## src/rtl/alu_ctrl_if.sv

```systemverilog
// Instruction handshake and ALU operand/result bundle for alu_ctrl.
// master: instruction source plus external ALU; slave: the controller.
interface alu_ctrl_if;
    logic [15:0] instr;
    logic        instr_valid;
    logic        instr_ready;
    logic [7:0]  alu_a;
    logic [7:0]  alu_b;
    logic [3:0]  alu_opcode;
    logic [7:0]  alu_result;
    logic        alu_carry;
    logic        alu_overflow;

    modport master (
        output instr, instr_valid, alu_result, alu_carry, alu_overflow,
        input  instr_ready, alu_a, alu_b, alu_opcode
    );

    modport slave (
        input  instr, instr_valid, alu_result, alu_carry, alu_overflow,
        output instr_ready, alu_a, alu_b, alu_opcode
    );
endinterface

```

## src/rtl/alu_ctrl.sv

```systemverilog
// alu_ctrl: sequences one instruction through IDLE->DECODE->EXEC->WB against
// an external combinational ALU, with a 4x8 register file.
// Optional feature: define ALU_CTRL_FLAGS_EN to get registered Z/C/V flags;
// otherwise the flag outputs are constant 0.
module alu_ctrl (
    input  logic        clk,
    input  logic        rst,
    alu_ctrl_if.slave   bus,
    output logic        done,
    output logic        err,
    output logic        flag_z,
    output logic        flag_c,
    output logic        flag_v,
    input  logic [1:0]  dbg_sel,
    output logic [7:0]  dbg_data
);
    localparam int unsigned DW    = 8;
    localparam int unsigned OPW   = 4;
    localparam int unsigned NREG  = 4;
    localparam logic [OPW-1:0] OP_ADD = 4'b0000;
    localparam logic [OPW-1:0] OP_SUB = 4'b0001;
    localparam logic [OPW-1:0] OP_LDI = 4'b1000;

    typedef enum logic [1:0] {IDLE, DECODE, EXEC, WB} state_t;

    state_t          state;
    state_t          state_next;
    logic            accept;
    logic [15:0]     instr_q;
    logic            illegal_q;
    logic [DW-1:0]   result_q;
    logic [DW-1:0]   regs [NREG];

    logic [OPW-1:0]  op;
    logic [1:0]      rd;
    logic [1:0]      rs1;
    logic [1:0]      rs2;
    logic [DW-1:0]   imm;

    assign op  = instr_q[15:12];
    assign rd  = instr_q[11:10];
    assign rs1 = instr_q[9:8];
    assign rs2 = instr_q[7:6];
    assign imm = instr_q[7:0];

    assign dbg_data = regs[dbg_sel];

    // State register.
    always_ff @(posedge clk) begin
        if (rst) state <= IDLE;
        else     state <= state_next;
    end

    // Next-state logic and accept strobe.
    always_comb begin
        state_next = state;
        accept     = 1'b0;
        case (state)
            IDLE: begin
                if (bus.instr_valid) begin
                    accept     = 1'b1;
                    state_next = DECODE;
                end
            end
            DECODE:  state_next = EXEC;
            EXEC:    state_next = WB;
            WB:      state_next = IDLE;
            default: state_next = IDLE;
        endcase
    end

    // Datapath: instruction latch, operand issue, result capture, writeback, pulses.
    always_ff @(posedge clk) begin
        if (rst) begin
            bus.instr_ready <= 1'b1;
            bus.alu_a       <= '0;
            bus.alu_b       <= '0;
            bus.alu_opcode  <= '0;
            instr_q         <= '0;
            illegal_q       <= 1'b0;
            result_q        <= '0;
            done            <= 1'b0;
            err             <= 1'b0;
            for (int i = 0; i < NREG; i++) regs[i] <= '0;
        end else begin
            bus.instr_ready <= (state_next == IDLE);
            done            <= (state_next == WB) && !illegal_q;
            err             <= (state_next == WB) && illegal_q;
            if (accept) instr_q <= bus.instr;
            if (state == DECODE) begin
                bus.alu_opcode <= op;
                bus.alu_a      <= regs[rs1];
                bus.alu_b      <= (op == OP_LDI) ? imm : regs[rs2];
                illegal_q      <= (op > OP_LDI);
            end
            if (state == EXEC) result_q <= bus.alu_result;
            if ((state == WB) && !illegal_q) regs[rd] <= result_q;
        end
    end

`ifdef ALU_CTRL_FLAGS_EN
    // Status flags, updated at writeback of legal instructions only.
    always_ff @(posedge clk) begin
        if (rst) begin
            flag_z <= 1'b0;
            flag_c <= 1'b0;
            flag_v <= 1'b0;
        end else if ((state == WB) && !illegal_q) begin
            flag_z <= (result_q == '0);
            if ((bus.alu_opcode == OP_ADD) || (bus.alu_opcode == OP_SUB)) begin
                flag_c <= bus.alu_carry;
                flag_v <= bus.alu_overflow;
            end else begin
                flag_c <= 1'b0;
                flag_v <= 1'b0;
            end
        end
    end
`else
    logic unused_flag_inputs;
    assign unused_flag_inputs = bus.alu_carry ^ bus.alu_overflow;
    assign flag_z = 1'b0;
    assign flag_c = 1'b0;
    assign flag_v = 1'b0;
`endif

endmodule

```

## src/flat_wrapper.sv

```systemverilog
// flat-port wrapper written by rule: the top's interface ports become plain ports
module alu_ctrl_flat 
  (clk, rst, done, err, flag_z, flag_c, flag_v, dbg_sel, dbg_data, bus_instr, bus_instr_valid, bus_alu_result, bus_alu_carry, bus_alu_overflow, bus_instr_ready, bus_alu_a, bus_alu_b, bus_alu_opcode);
  alu_ctrl_if bus_i ();
  input  logic clk;
  input  logic rst;
  output logic done;
  output logic err;
  output logic flag_z;
  output logic flag_c;
  output logic flag_v;
  input  logic [1:0] dbg_sel;
  output logic [7:0] dbg_data;
  input wire logic [$bits(bus_i.instr)-1:0] bus_instr;
  input wire logic [$bits(bus_i.instr_valid)-1:0] bus_instr_valid;
  input wire logic [$bits(bus_i.alu_result)-1:0] bus_alu_result;
  input wire logic [$bits(bus_i.alu_carry)-1:0] bus_alu_carry;
  input wire logic [$bits(bus_i.alu_overflow)-1:0] bus_alu_overflow;
  output wire logic [$bits(bus_i.instr_ready)-1:0] bus_instr_ready;
  output wire logic [$bits(bus_i.alu_a)-1:0] bus_alu_a;
  output wire logic [$bits(bus_i.alu_b)-1:0] bus_alu_b;
  output wire logic [$bits(bus_i.alu_opcode)-1:0] bus_alu_opcode;
  assign bus_i.instr = bus_instr;
  assign bus_i.instr_valid = bus_instr_valid;
  assign bus_i.alu_result = bus_alu_result;
  assign bus_i.alu_carry = bus_alu_carry;
  assign bus_i.alu_overflow = bus_alu_overflow;
  assign bus_instr_ready = bus_i.instr_ready;
  assign bus_alu_a = bus_i.alu_a;
  assign bus_alu_b = bus_i.alu_b;
  assign bus_alu_opcode = bus_i.alu_opcode;
  alu_ctrl u_core (.clk(clk), .rst(rst), .bus(bus_i), .done(done), .err(err), .flag_z(flag_z), .flag_c(flag_c), .flag_v(flag_v), .dbg_sel(dbg_sel), .dbg_data(dbg_data));
endmodule
```

## config.mk

```make
export PLATFORM = sky130hd
export DESIGN_NAME = alu_ctrl_flat
export DESIGN_NICKNAME = d
export VERILOG_FILES = /design/src/rtl/alu_ctrl_if.sv /design/src/rtl/alu_ctrl.sv /design/src/flat_wrapper.sv
export SDC_FILE = /design/constraint.sdc
export NUM_CORES = 1
export LEC_CHECK = 0
export CAP_MARGIN = 30
export CORE_ASPECT_RATIO = 0.5
export CORE_MARGIN = 4
export CORE_UTILIZATION = 48
export CTS_CLUSTER_DIAMETER = 30
export DETAILED_ROUTE_END_ITERATION = 8
export HOLD_SLACK_MARGIN = 0.12
export PLACE_DENSITY = 0.84
export SYNTH_ARGS = -nofsm -noshare
export SYNTH_HDL_FRONTEND = slang
export SYNTH_SLANG_ARGS = --single-unit
```

## constraint.sdc

```tcl
create_clock -name clk -period 2 [get_ports clk]
set_clock_uncertainty 0.15 [all_clocks]
set_input_delay 0.4 -clock clk [delete_from_list [all_inputs] [get_ports clk]]
set_output_delay 0.4 -clock clk [all_outputs]
set_load 0.01 [all_outputs]
```

* Word level (Yosys, flattened, before mapping) *
Memory sizes are Yosys's and may differ from the RTL's. A register that Yosys moved wholly into a read port is not among the register bits.
Cells that the tools add are included.

word-level totals
  RAM bits = 32
  register bits = 42
  bits of input ports = 31
  memories = 1
  logic and storage cells = 38

operators by class
  multiplexer cells = 15
  reduce and logical (&&, ||, !) cells = 7
  eq/ne operators = 5
  order comparisons = 1

memory list
  memory       depth  bits a word  rd ports  clocked after memory_dff  wr ports  RTL line        source
  u_core.regs  4      8            3         2                         4         alu_ctrl.sv:32  logic [DW-1:0] regs [NREG];

operators by type and width
  operator                                               number
  two-way mux 8 bit                                      2
  two-way mux 1 bit                                      8
  two-way mux 2 bit                                      4
  case mux 2 bit (4 select lines)                        1
  OR reduction 8 bit                                     1
  == test 2 bit (second input constant)                  3
  == test 4 bit (second input constant)                  1
  greater-than comparator 4 bit (second input constant)  1
  logical NOT 2 bit                                      2
  logical AND 1 bit                                      3
  == test 2 x 1 -> 1 bit (second input constant)         1
  logical NOT 1 bit                                      1

* Longest topological paths before layout *
Gate-level depths: netlist of run 1.

  word-level depth = 7
  depth in mapped cells = 7

* Worst setup path before layout of run 1 *
OpenSTA, ideal clock, no wires.

  kind = flip-flop to flip-flop
  from = reg u_core.state[0]
  to = mem u_core.regs[0][0] (enable)
  required time = 1541 ps
  setup time = 309 ps
  stages on the path, launching flop included = 5
  path slack = 99 ps
  path buffers = 0
  data arrival time = 1441 ps
  path through = dfxtp_1 > ha_1 > or3b_4 > nor3_4 > or2_2

RTL lines
  what                      RTL line        source
  start: declaration        alu_ctrl.sv:26  state_t state;
  start signal: assignment  alu_ctrl.sv:51  else state <= state_next;
  end: declaration          alu_ctrl.sv:32

==> results of run 1 <==
worst paths after layout:
path	startpoint	endpoint	slack (ns)	cells past startpoint
min reg2reg	u_core.instr_q[4]$_SDFFE_PP0N_	u_core.instr_q[4]$_SDFFE_PP0N_	0.31	2
min	u_core.instr_q[4]$_SDFFE_PP0N_	u_core.instr_q[4]$_SDFFE_PP0N_	0.31	2
max	u_core.regs[2][1]$_SDFFCE_PN0P_	dbg_data[1]	0.01	2
max reg2reg	u_core.state[0]$_SDFF_PP0_	u_core.regs[0][3]$_SDFFCE_PN0P_	0.11	4
report_power, final:
part           switching [mW]  leakage [nW]  internal, mW
logic                   0.737         0.900         0.753
clock network           0.622         0.143         0.991
registers               0.215         0.756          2.03
total                    1.57          1.80          3.78
cells in the mapped netlist (all sizes together):
master  count
a211oi      1
a21oi      17
a311oi      8
and2       26
and3        8
buf        16
clkbuf      7
conb        1
dfxtp      52
edfxtp     32
ha          5
inv         2
mux2i      20
mux4       24
nand2      51
nand2b      2
nand3       1
nor2       34
nor2b       1
nor3        1
nor4        1
nor4b       1
o21bai      1
or2         3
or3b        1
or4b        1
cell families (layout without fill, tap and decap cells):
kind of cell | count (synthesis) | count (layout)
simple gates | 131 | 131
buf+inv | 25 | 98
flops | 84 | 84
mux | 44 | 44
other cells | 1 | 3
fa+ha+maj | 5 | 5
compound gates | 27 | 27
registers in the layout, indices dropped and copies added, names as in the netlist, named ones only:
register                count
u_core.illegal_q            1
u_core.regs                32
u_core.err                  1
u_core.done                 1
u_core.state                2
u_core.bus.alu_a            8
u_core.result_q             8
u_core.bus.alu_opcode       4
u_core.bus.instr_ready      1
u_core.bus.alu_b            8
u_core.instr_q             16
cell type report:
cell class / instances / area, um^2
multi-input cells: 210 / 1650
fillers: 548 / 2620
repair buffers: 80 / 752
clock buffers: 11 / 243
inverters: 2 / 7.51
well taps: 108 / 135
clock inverters: 5 / 51.3
flip-flops and latches: 84 / 2000
worst max-delay path, cell delays in order, from the launching register on:
cell	delay, ns
edfxtp_1	0.43
mux4_2	0.50
buf_2	0.17
layer usage:
layer  global-route usage [%]  vias up  part of all wire (%)
li1                         -     1266                     -
met4                     7.18        0                   2.2
met3                     6.68       21                   7.7
met2                     33.2      118                    48
met5                        0        -                     0
met1                     24.4     1349                    42
through the flow:
step           instances  TNS (ns)  setup WS (ns)
2_1_floorplan        319         0         0.0994
3_3_place_gp         481     -6.50         -0.586
3_5_place_dp         481     -7.95         -0.664
4_1_cts              497  -0.00314       -0.00314
5_1_grt              500  -0.00194       -0.00194
6_report             500         0         0.0110
timing repair:
action	CTS	global route
endpoints found under the setup margin	8	4
gates resized for setup	36	3
setup buffers	0	3
==> impl_metrics.env, run 1 <==
export IMPL_status="finished clean"
export IMPL_stdcell_area_um2=4840
export IMPL_final_hold_violation_count=0
export IMPL_worstSkewPairLatency_ns=0.34
export IMPL_gp_congestion=0.994
export IMPL_hp_class="flip-flop to flip-flop"
export IMPL_wl_per_cell_um=17.9
export IMPL_drc_errors=0
export IMPL_worstMarginPinSlew_ns=0.529
export IMPL_worstPathArrival_ns=1.44
export IMPL_peakVddDrop_v=0.000537
export IMPL_clock_root_buffer="clkbuf_16"
export IMPL_cts_made_buffers=9
export IMPL_die_h_um=70.6
export IMPL_dr_pass1_iters=5
export IMPL_drt_iter0_drc=252
export IMPL_core_um2=7460
export IMPL_period_share_pct=99.5
export IMPL_rows=22
export IMPL_clkSinkCount=84
export IMPL_maxSlewHeadroom_pct=64.6
export IMPL_synth_cell_area_um2=3760
export IMPL_final_max_slew_violation_count=0
export IMPL_final_cell_mix="dfxtp_1, nand2_1, clkdlybuf4s50_1"
export IMPL_gr_usage_all_layers_pct=19.8
export IMPL_synth_top_area_share_pct=27.7
export IMPL_setup_violations=0
export IMPL_synthSimpleGateAreaFrac_pct=17.7
export IMPL_rsz0062_at_grt="yes"
export IMPL_clk_pin_slew_worst_paths_ns=0.06
export IMPL_wl_um=8970
export IMPL_io_pins=65
export IMPL_critPathKind="flip-flop to output pin"
export IMPL_finalPower_mw=5.35
export IMPL_critical_path_max_fanout=3
export IMPL_p_leak_nw=1.80
export IMPL_grt_max_degree=42
export IMPL_ant_nets=0
export IMPL_drive_above_1_share_pct=21.4
export IMPL_vias=2754
export IMPL_cp_data_required_time_ns=1.45
export IMPL_port_buffers=59
export IMPL_power_density_nw_per_um2=1110
export IMPL_cts_path_max_buffers=2
export IMPL_synth_compound_area_share_pct=4.52
export IMPL_overflow=0
export IMPL_synth_seq_cells=84
export IMPL_syn_area_per_cell_um2=11.9
export IMPL_utilization_pct=64.9
export IMPL_synthAdderAreaFrac_pct=1.66
export IMPL_hold_buffers=0
export IMPL_synth_area_leaders="dfxtp_1, edfxtp_1, mux4_2, mux2i_1, nand2_1"
export IMPL_viasPerCell=5.51
export IMPL_synthXorXnorAreaFrac_pct=0
export IMPL_grt_pass1_wl_um=14600
export IMPL_ys_warn_count=0
export IMPL_place_area_um2=4560
export IMPL_antenna_cells=0
export IMPL_muxShareOfSynthArea_pct=19.7
export IMPL_drv_cap=0
export IMPL_yosys_cell_types_count=30
export IMPL_htree_levels=3
export IMPL_dp_hpwl_um=6670
export IMPL_fmax_ghz=0.503
export IMPL_area_growth_pct=28.6
export IMPL_initial_core_util_pct=50.5
export IMPL_syn_inst=317
export IMPL_final_common_cell="dfxtp_1"
export IMPL_yosysTopAreaCell="dfxtp_1"
export IMPL_fin_nets=423
export IMPL_min_period_ns=1.99
export IMPL_end_kind="output pin"
export IMPL_die_area_um2=9410
export IMPL_synth_top_family_by_area="multiplexers"
export IMPL_timing_hold_ws_ns=0.306
export IMPL_yosysSeqAreaShare_pct=53.2
export IMPL_critPathLaunchType="flip-flop"
export IMPL_fp_dieW_um=133
export IMPL_grt_pass1_vias=2811
export IMPL_cts_tree="built"
export IMPL_antenna_found_initial=0
(Power assumes the default switching activity.)
==> run 2: changes to the inputs <==
--- a/config.mk
+++ b/config.mk
@@ -16,3 +16,4 @@
 export SYNTH_ARGS = -nofsm -noshare
 export SYNTH_HDL_FRONTEND = slang
 export SYNTH_SLANG_ARGS = --single-unit
+export TNS_END_PERCENT = 20
==> run 2 against run 1 <==
Combinational power about the same. Worst hold slack about the same. Via count down 1.6%. Total power about the same. Register-to-register slack about the same. Critical endpoint unchanged. Clock power about the same. Die area unchanged. Critical path depth unchanged. First-iteration DRC count down 6.7%. Fmax down 0.22%.
==> impl_metrics.env, run 2 (synthesis results as in run 1) <==
export IMPL_status="finished clean"
export IMPL_fmax_ghz=0.502
export IMPL_clk_pin_slew_worst_paths_ns=0.06
export IMPL_largest_register="u_core.regs"
export IMPL_setup_violations=0
export IMPL_rows=22
export IMPL_gp_congestion=0.994
export IMPL_finalPower_mw=5.36
export IMPL_grt_pass1_wl_um=14600
export IMPL_cts_made_buffers=9
export IMPL_drc_errors=0
export IMPL_worstSkewPairLatency_ns=0.34
export IMPL_core_um2=7460
export IMPL_worstPathArrival_ns=1.44
export IMPL_die_area_um2=9410
export IMPL_whs_path_depth=2
export IMPL_port_buffers=59
export IMPL_peakVddDrop_v=0.000537
export IMPL_timing_hold_ws_ns=0.306
export IMPL_rr_endpoint="u_core.regs[0][3]$_SDFFCE_PN0P_"
export IMPL_dp_hpwl_um=6670
export IMPL_drive_above_1_share_pct=21.2
export IMPL_clkSinkCount=84
export IMPL_dr_pass1_iters=5
export IMPL_area_growth_pct=28.6
export IMPL_reg2reg_slack_ns=0.11
export IMPL_die_h_um=70.6
export IMPL_fp_dieW_um=133
export IMPL_power_density_nw_per_um2=1110
export IMPL_grt_max_degree=42
export IMPL_final_common_cell="dfxtp_1"
export IMPL_initial_core_util_pct=50.5
export IMPL_p_leak_nw=1.80
export IMPL_io_pins=65
export IMPL_r2r_start="u_core.state[0]$_SDFF_PP0_"
export IMPL_ant_nets=0
export IMPL_cts_tree="built"
export IMPL_period_share_pct=99.7
export IMPL_largest_reg_flops=32
export IMPL_antenna_cells=0
export IMPL_drv_cap=0
export IMPL_wl_um=8970
export IMPL_min_from="u_core.instr_q[4]$_SDFFE_PP0N_"
export IMPL_drt_iter0_drc=235
export IMPL_hold_end="u_core.instr_q[4]$_SDFFE_PP0N_"
export IMPL_htree_levels=3
export IMPL_top_regs="u_core.regs (32), u_core.instr_q (16)"
export IMPL_grt_pass1_vias=2811
export IMPL_maxSlewHeadroom_pct=63.4
export IMPL_rsz0062_at_grt="yes"
export IMPL_min_period_ns=1.99
export IMPL_critPathLaunchType="flip-flop"
export IMPL_final_hold_violation_count=0
export IMPL_hold_buffers=0
export IMPL_cts_path_max_buffers=2
export IMPL_antenna_found_initial=0
export IMPL_critical_path_max_fanout=3
export IMPL_hp_class="flip-flop to flip-flop"
export IMPL_rr_worst_depth=4
export IMPL_critPathKind="flip-flop to output pin"
export IMPL_clock_root_buffer="clkbuf_16"
export IMPL_final_cell_mix="dfxtp_1, nand2_1, clkdlybuf4s50_1"
export IMPL_viasPerCell=5.43
export IMPL_fin_nets=422
export IMPL_vias=2709
export IMPL_overflow=0
export IMPL_end_kind="output pin"
export IMPL_final_max_slew_violation_count=0
export IMPL_worstMarginPinSlew_ns=0.548
export IMPL_wl_per_cell_um=18.0
export IMPL_cp_data_required_time_ns=1.45
export IMPL_gr_usage_all_layers_pct=19.8
-- run 2: cell count changes in the layout (fill, tap and decap cells not counted) --
cell   change
buf_2      -1
buf_4      -1
buf_6      +1
-- run 2: layout make-up --
cell class / count / area, um^2
Tap cell: 108 / 135
Multi-Input combinational cell: 210 / 1650
Clock buffer: 11 / 243
Sequential cell: 84 / 2000
Fill cell: 549 / 2620
Clock inverter: 5 / 51.3
Inverter: 2 / 7.51
Timing Repair Buffer: 79 / 751
-- run 2: power by group --
| part | internal [mW] | switching [mW] | leakage (nW) |
|---|---|---|---|
| sequential | 2.03 | 0.213 | 0.756 |
| clock | 0.991 | 0.624 | 0.143 |
| combinational | 0.754 | 0.738 | 0.897 |
| total | 3.78 | 1.58 | 1.80 |
-- run 2: worst max-delay path: stages, from the launching register on --
cell      delay (ns)
edfxtp_1        0.43
mux4_2          0.52
buf_6           0.15
-- run 2: worst max path at each step --
stage / startpoint / to / slack, ns / cells after the start
final: u_core.regs[2][1]$_SDFFCE_PN0P_ / dbg_data[1] / 0.007 / 2
after global routing: u_core.regs[2][7]$_SDFFCE_PN0P_ / dbg_data[7] / -0.002 / 2
after CTS: u_core.regs[1][1]$_SDFFCE_PN0P_ / dbg_data[1] / -0.003 / 2
after detailed placement: dbg_sel[0] / dbg_data[1] / -0.66 / 4
after global placement: dbg_sel[0] / dbg_data[7] / -0.59 / 4
after floorplan: u_core.state[0]$_SDFF_PP0_ / u_core.regs[0][0]$_SDFFCE_PN0P_ / 0.1 / 4
-- run 2: repair_timing --
action,in CTS,in global routing
setup buffers,0,2
gates resized for setup,36,4
endpoints found under the hold margin,0,0
endpoints found under the setup margin,8,4
cloned,0,0
-- run 2: metrics by stage --
step	utilization (%)	setup WS, ns	std cells	area, um^2	TNS (ns)
final	64.9	0.00667	499	4840	0
after global placement	61.1	-0.586	481	4560	-6.50
after floorplan	-	0.0994	319	3770	0
after global routing	64.9	-0.00194	499	4840	-0.00194
after CTS	64.6	-0.00314	497	4820	-0.00314
after detailed placement	61.1	-0.664	481	4560	-7.95
-- run 2: routing by layer --
layer | global-route usage (%) | part of all wire (%)
met1 | 24.4 | 41
met2 | 33.2 | 48
met3 | 6.68 | 8.5
met4 | 7.18 | 1.7
met5 | 0 | 0
